## src/rtl/vram_pkg.sv

```systemverilog
// Shared types and sizing for the VRAM strip write arbiter.
package vram_pkg;

  localparam int unsigned VRAM_AW     = 19;
  localparam int unsigned VRAM_DW     = 12;
  localparam int unsigned STRIP_LINES = 32;
  localparam int unsigned STRIP_COLS  = 640;
  localparam int unsigned STRIP_WORDS = STRIP_LINES * STRIP_COLS;

  typedef enum logic [1:0] {
    IDLE = 2'd0,
    RUN  = 2'd1,
    SWAP = 2'd2
  } arb_state_t;

  // Round-robin successor of a requester index.
  function automatic int unsigned next_idx(input int unsigned idx, input int unsigned n);
    return (idx + 1 >= n) ? 0 : idx + 1;
  endfunction

endpackage

```

## src/rtl/vram_write_arbiter_if.sv

```systemverilog
// Requester-side write bus: packed per-requester request/address/data and one-hot grant.
interface vram_write_arbiter_if #(
  parameter int unsigned NREQ = 4,
  parameter int unsigned AW   = 19,
  parameter int unsigned DW   = 12
);

  logic [NREQ-1:0]    req;
  logic [NREQ*AW-1:0] waddr;
  logic [NREQ*DW-1:0] wdata;
  logic [NREQ-1:0]    gnt;

  modport master (
    output req,
    output waddr,
    output wdata,
    input  gnt
  );

  modport slave (
    input  req,
    input  waddr,
    input  wdata,
    output gnt
  );

endinterface

```

## src/rtl/vram_write_arbiter_rr_pick.sv

```systemverilog
// Combinational round-robin selector: first set request at or above ptr, with wrap.
module rr_pick #(
  parameter int unsigned NREQ = 4,
  parameter int unsigned PW   = 2
) (
  input  logic [NREQ-1:0] req,
  input  logic [PW-1:0]   ptr,
  output logic [NREQ-1:0] gnt,
  output logic [PW-1:0]   winner,
  output logic            any
);

  logic [PW:0]   pos;
  logic [PW-1:0] idx;

  always_comb begin
    gnt    = '0;
    winner = '0;
    any    = 1'b0;
    pos    = '0;
    idx    = '0;
    for (int k = 0; k < NREQ; k++) begin
      pos = {1'b0, ptr} + (PW+1)'(k);
      if (pos >= (PW+1)'(NREQ)) begin
        pos = pos - (PW+1)'(NREQ);
      end
      idx = pos[PW-1:0];
      if (!any && req[idx]) begin
        gnt[idx] = 1'b1;
        winner   = idx;
        any      = 1'b1;
      end
    end
  end

endmodule

```

## src/rtl/vram_write_arbiter.sv

```systemverilog
// Round-robin arbiter for the VRAM strip write port with ping-pong bank select.
// Define VRAM_ARB_PRIO_EN to make requester 0 strict priority over the rotation.
module vram_write_arbiter
  import vram_pkg::*;
#(
  parameter int unsigned NREQ        = 4,
  parameter int unsigned AW          = VRAM_AW,
  parameter int unsigned DW          = VRAM_DW,
  parameter int unsigned STRIP_WORDS = vram_pkg::STRIP_WORDS
) (
  input  logic                  clk,
  input  logic                  reset,
  input  logic                  window_open,
  input  logic                  swap,
  vram_write_arbiter_if.slave   wr,
  output logic                  vram_we,
  output logic [AW-1:0]         vram_addr,
  output logic [DW-1:0]         vram_din,
  output logic                  bank_sel,
  output logic [7:0]            err_cnt,
  output logic                  busy
);

  localparam int unsigned PW = (NREQ > 1) ? $clog2(NREQ) : 1;

  arb_state_t      state;
  arb_state_t      state_nxt;
  logic [PW-1:0]   ptr;
  logic [PW-1:0]   ptr_nxt;

  logic [NREQ-1:0] pick_req;
  logic [NREQ-1:0] pick_gnt;
  logic [PW-1:0]   pick_idx;
  logic            pick_any;

  logic [NREQ-1:0] gnt_c;
  logic [PW-1:0]   win_idx;
  logic            win_any;
  logic [AW-1:0]   win_addr;
  logic [DW-1:0]   win_data;
  logic            win_in_range;

`ifdef VRAM_ARB_PRIO_EN
  // Requester 0 is served by the priority path, never by the rotation.
  assign pick_req = wr.req & ~NREQ'(1);
`else
  assign pick_req = wr.req;
`endif

  rr_pick #(
    .NREQ (NREQ),
    .PW   (PW)
  ) u_rr_pick (
    .req    (pick_req),
    .ptr    (ptr),
    .gnt    (pick_gnt),
    .winner (pick_idx),
    .any    (pick_any)
  );

  // State and round-robin pointer register.
  always_ff @(posedge clk or posedge reset) begin
    if (reset) begin
      state <= IDLE;
      ptr   <= '0;
    end else begin
      state <= state_nxt;
      ptr   <= ptr_nxt;
    end
  end

  // Next state, grant and pointer update.
  always_comb begin
    state_nxt = state;
    ptr_nxt   = ptr;
    gnt_c     = '0;
    win_idx   = '0;
    win_any   = 1'b0;
    case (state)
      IDLE: begin
        if (window_open) begin
          state_nxt = RUN;
        end
      end
      RUN: begin
        if (!window_open) begin
          state_nxt = IDLE;
        end else begin
`ifdef VRAM_ARB_PRIO_EN
          if (wr.req[0]) begin
            gnt_c   = NREQ'(1);
            win_idx = '0;
            win_any = 1'b1;
          end else
`endif
          if (pick_any) begin
            gnt_c   = pick_gnt;
            win_idx = pick_idx;
            win_any = 1'b1;
            ptr_nxt = PW'(next_idx(32'(pick_idx), NREQ));
          end
        end
      end
      SWAP: begin
        ptr_nxt   = '0;
        state_nxt = window_open ? RUN : IDLE;
      end
      default: begin
        state_nxt = IDLE;
      end
    endcase
    // A strip boundary pre-empts any grant in the same cycle.
    if (swap) begin
      state_nxt = SWAP;
      gnt_c     = '0;
      win_any   = 1'b0;
      ptr_nxt   = '0;
    end
  end

  assign wr.gnt = gnt_c;

  // Steer the granted requester's address and pixel onto the write path.
  always_comb begin
    win_addr = '0;
    win_data = '0;
    for (int i = 0; i < NREQ; i++) begin
      if (win_idx == PW'(i)) begin
        win_addr = wr.waddr[i*AW +: AW];
        win_data = wr.wdata[i*DW +: DW];
      end
    end
  end

  assign win_in_range = (win_addr < AW'(STRIP_WORDS));

  // Registered write port, bank select, drop counter and busy flag.
  always_ff @(posedge clk or posedge reset) begin
    if (reset) begin
      vram_we   <= 1'b0;
      vram_addr <= '0;
      vram_din  <= '0;
      bank_sel  <= 1'b0;
      err_cnt   <= 8'd0;
      busy      <= 1'b0;
    end else begin
      vram_we <= win_any && win_in_range;
      if (win_any && win_in_range) begin
        vram_addr <= win_addr;
        vram_din  <= win_data;
      end
      if (win_any && !win_in_range && (err_cnt != 8'hFF)) begin
        err_cnt <= err_cnt + 8'd1;
      end
      if (state == SWAP) begin
        bank_sel <= ~bank_sel;
      end
      busy <= (state_nxt == RUN);
    end
  end

endmodule

```

## src/flat_wrapper.sv

```systemverilog
// flat-port wrapper written by rule: the top's interface ports become plain ports
module vram_write_arbiter_flat import vram_pkg::*;
#(
  parameter int unsigned NREQ        = 4,
  parameter int unsigned AW          = VRAM_AW,
  parameter int unsigned DW          = VRAM_DW,
  parameter int unsigned STRIP_WORDS = vram_pkg::STRIP_WORDS
)
  (clk, reset, window_open, swap, vram_we, vram_addr, vram_din, bank_sel, err_cnt, busy, wr_req, wr_waddr, wr_wdata, wr_gnt);
  vram_write_arbiter_if #(.NREQ(NREQ), .AW(AW), .DW(DW)) wr_i ();
  input  logic clk;
  input  logic reset;
  input  logic window_open;
  input  logic swap;
  output logic vram_we;
  output logic [AW-1:0] vram_addr;
  output logic [DW-1:0] vram_din;
  output logic bank_sel;
  output logic [7:0] err_cnt;
  output logic busy;
  input wire logic [$bits(wr_i.req)-1:0] wr_req;
  input wire logic [$bits(wr_i.waddr)-1:0] wr_waddr;
  input wire logic [$bits(wr_i.wdata)-1:0] wr_wdata;
  output wire logic [$bits(wr_i.gnt)-1:0] wr_gnt;
  assign wr_i.req = wr_req;
  assign wr_i.waddr = wr_waddr;
  assign wr_i.wdata = wr_wdata;
  assign wr_gnt = wr_i.gnt;
  vram_write_arbiter #(.NREQ(NREQ), .AW(AW), .DW(DW), .STRIP_WORDS(STRIP_WORDS)) u_core (.clk(clk), .reset(reset), .window_open(window_open), .swap(swap), .wr(wr_i), .vram_we(vram_we), .vram_addr(vram_addr), .vram_din(vram_din), .bank_sel(bank_sel), .err_cnt(err_cnt), .busy(busy));
endmodule
```

## config.mk

```make
export PLATFORM = sky130hd
export DESIGN_NAME = vram_write_arbiter_flat
export DESIGN_NICKNAME = d
export VERILOG_FILES = /design/src/rtl/vram_pkg.sv /design/src/rtl/vram_write_arbiter_if.sv /design/src/rtl/vram_write_arbiter_rr_pick.sv /design/src/rtl/vram_write_arbiter.sv /design/src/flat_wrapper.sv
export SDC_FILE = /design/constraint.sdc
export NUM_CORES = 1
export LEC_CHECK = 0
export ABC_CLOCK_PERIOD_IN_PS = 7980
export BUFFER_PORTS_ARGS = -buffer_cell sky130_fd_sc_hd__buf_2
export CAP_MARGIN = 10
export CORE_MARGIN = 4
export CORE_UTILIZATION = 50
export DETAILED_ROUTE_END_ITERATION = 6
export PLACE_DENSITY_LB_ADDON = 0.3
export SLEW_MARGIN = 5
export SYNTH_ARGS = -nofsm -noshare
export SYNTH_HDL_FRONTEND = slang
export SYNTH_SLANG_ARGS = --single-unit
export TNS_END_PERCENT = 5
```

## constraint.sdc

```tcl
create_clock -name clk -period 7.98 [get_ports clk]
set_clock_uncertainty 0.05 [all_clocks]
set_input_delay 1.596 -clock clk [delete_from_list [all_inputs] [get_ports clk]]
set_output_delay 1.596 -clock clk [all_outputs]
set_load 0.005 [all_outputs]
```

==> results.txt <==
DR WL/cell: 17.62 um
R2r setup slk: 2580 ps
CP startpoint kind: register
Via density: 5.830
Die W: 90.53 um
Largest net degree at the start of global routing: 47
GP Congestion: 0.9056
Initial antenna violation count: 0
Outcome: finished, final reports clean
Initial detailed-routing violation count: 265
Crit path capture type: register
Async S/R FF share, synth: 100.0%
Post-Synthesis Mean Instance Area: 9.280 sq um
CTS tree: built
Max Cap Viol: 0
Clock Root Buffer: clkbuf_8
Setup Crit Path Kind: register to register
# nets final: 667
WL final: 10.68 mm
Most used DFF post-synth: dfrtp_1
Synthesis Warnings: 0
Worst-path clk slew: 90 ps
CTS Buf Count: 5
Top Ports: 178
Hold Fails Final Rpt: 0
Die footprint: 8196 sq um
Number of flops mapped to enable cells by yosys: 0
Syn Nets: 506
Min-delay worst type: register to register
Yosys reg bits: 46
Hold buffers post-CTS: 0
Tightest Pin Transition: 1211 ps
Period minus WS final: 5405 ps
Initial Util: 52.44%
CTS H-Tree Depth: 2
Diode count: 0
Area growth syn-to-layout: 28.10%
Data required, critical path: 8120 ps
Seq/Total Area, Yosys: 33.80%
Clock sinks: 46
Most common cell after layout, fill and taps aside: buf_2
RSZ-0062 raised after global routing: false
Count of different cell masters after synthesis: 64
Placeable Area: 6495 sq um
Row Count: 29
Leakage: 2.328 nW
Cells after Synth: 367
Clock tree buffer depth: 2
Mapped Area: 3406 sq um
Crit share post-route: 67.73%
Power density over the cells: 124.2 nW/um^2
Post-route ant nets: 0
Die Span Y: 90.53 um
Crit path DAT: 5540 ps
Port Buf Inserts: 177
Post-CTS Setup Bufs: 0
Setup TNS: 0 ps
Crit path max fanout: 32
Number of global-route vias before repair: 3,440
DR vias: 3,533
First-pass GRT wire length: 17.06 mm
Most frequent cells in the layout: 177 x buf_2, 53 x nand2_1, 46 x dfrtp_1, 34 x nor2_1, 23 x mux2_4
Design area: 4363 sq um
Drt first pass iters: 5
Max rail drop VDD: 0.00006297 V
Gr ovfl total: 0
Aggregate global-route resource usage: 25.45%
Post_cts resized: 0
Final setup vio count: 0
Placed cell areas: 4269 sq um
Post-DP HPWL: 8.473 mm
Slew HR: 18.99%
DRC violation count after routing: 0
Final Max Tran Viols: 0
Share of layout cells above drive strength 1: 43.48%
F_max: 185.0 MHz
Worst-Skew Late Latency: 300 ps
[cell usage after synthesis (10+ instances only)]
| cell type | number | area (sq um) |
|---|---|---|
| a22oi_1 | 18 | 135.1 |
| buf_2 | 10 | 50.05 |
| nand3_1 | 10 | 50.05 |
| o21ai_0 | 12 | 60.06 |
| nor2_1 | 34 | 127.6 |
| nand2_1 | 53 | 198.9 |
| clkbuf_1 | 10 | 37.54 |
| a21oi_1 | 17 | 85.08 |
| dfrtp_1 | 46 | 1151 |
| mux2_4 | 23 | 345.3 |
[state kept, by name (all words and copies together), names as in the netlist]
signal,flops
u_core.bank_sel,1
u_core.busy,1
u_core.err_cnt,8
u_core.ptr,2
u_core.state,2
u_core.vram_addr,19
u_core.vram_din,12
u_core.vram_we,1
[through the flow]
step | worst slack (ps) | power, W | hold slack [ps] | std cells | util [%]
global route | 2124 | 0.0005748 | 445.3 | 606 | 67.17
detailed placement | 2639 | 0.0004006 | 420.0 | 598 | 65.73
global placement | 2704 | 0.0003955 | 408.6 | 598 | 65.73
floorplan | 3349 | 0.0003363 | 419.3 | 367 | -
CTS | 2655 | 0.0005446 | 440.7 | 606 | 67.17
finish | 2575 | 0.0005418 | 429.0 | 606 | 67.17
[cell type report]
type,instances,area [sq um]
Clock buffer,5,68.82
Clock inverter,3,25.02
Fill cell,527,2132
Inverter,9,33.78
Multi-Input combinational cell,286,2079
Sequential cell,46,1151
Tap cell,77,96.34
Timing Repair Buffer,180,908.4
[worst max-delay path, stage by stage, from the launching register on]
cell and delay (ps):
dfrtp_1 880, inv_1 220, ha_1 680, mux2i_1 130, or4_1 490, o311ai_1 150
nand3_1 660, nor2_1 690, a32o_1 290, o21ai_4 130, nand3_4 490, mux2_2 400
[logic make-up after synthesis]
| logic type | after synthesis | synth area share (%) |
|---|---|---|
| compound gates | 106 | 23.29 |
| xor+xnor | 8 | 2.057 |
| fa+ha+maj | 7 | 2.572 |
| buf+inv | 35 | 5.143 |
| flops | 46 | 33.80 |
| mux | 36 | 15.21 |
| simple gates | 129 | 17.93 |
[where the power goes]
| group | switching, W | internal (W) | total, W |
|---|---|---|---|
| Combinational | 0.0000690 | 0.0000670 | 0.000136 |
| Clock | 0.0000821 | 0.0000632 | 0.000145 |
| Sequential | 0.0000143 | 0.000246 | 0.000261 |
| Total | 0.000165 | 0.000376 | 0.000542 |
[metal layers]
metal	track usage [%]	wire length [um]	vias up
met3	7.917	1061	23
met5	0	0	-
met2	42.50	5090	198
met4	6.378	231	0
met1	31.98	4294	1634
li1	-	-	1678
[final timing paths]
| path | from | cells after the start | endpoint |
|---|---|---|---|
| worst max-delay path | u_core.ptr[0] | 11 | u_core.vram_din[10] |
| worst min-delay path | u_core.bank_sel | 1 | u_core.bank_sel |
| worst max register to register | u_core.ptr[0] | 11 | u_core.vram_din[10] |
| worst min register to register | u_core.bank_sel | 1 | u_core.bank_sel |
| max in group asynchronous | reset | 2 | u_core.vram_addr[0] |
| min in group asynchronous | reset | 2 | u_core.vram_addr[18] |
No activity file was read; power rests on OpenSTA's default activity.
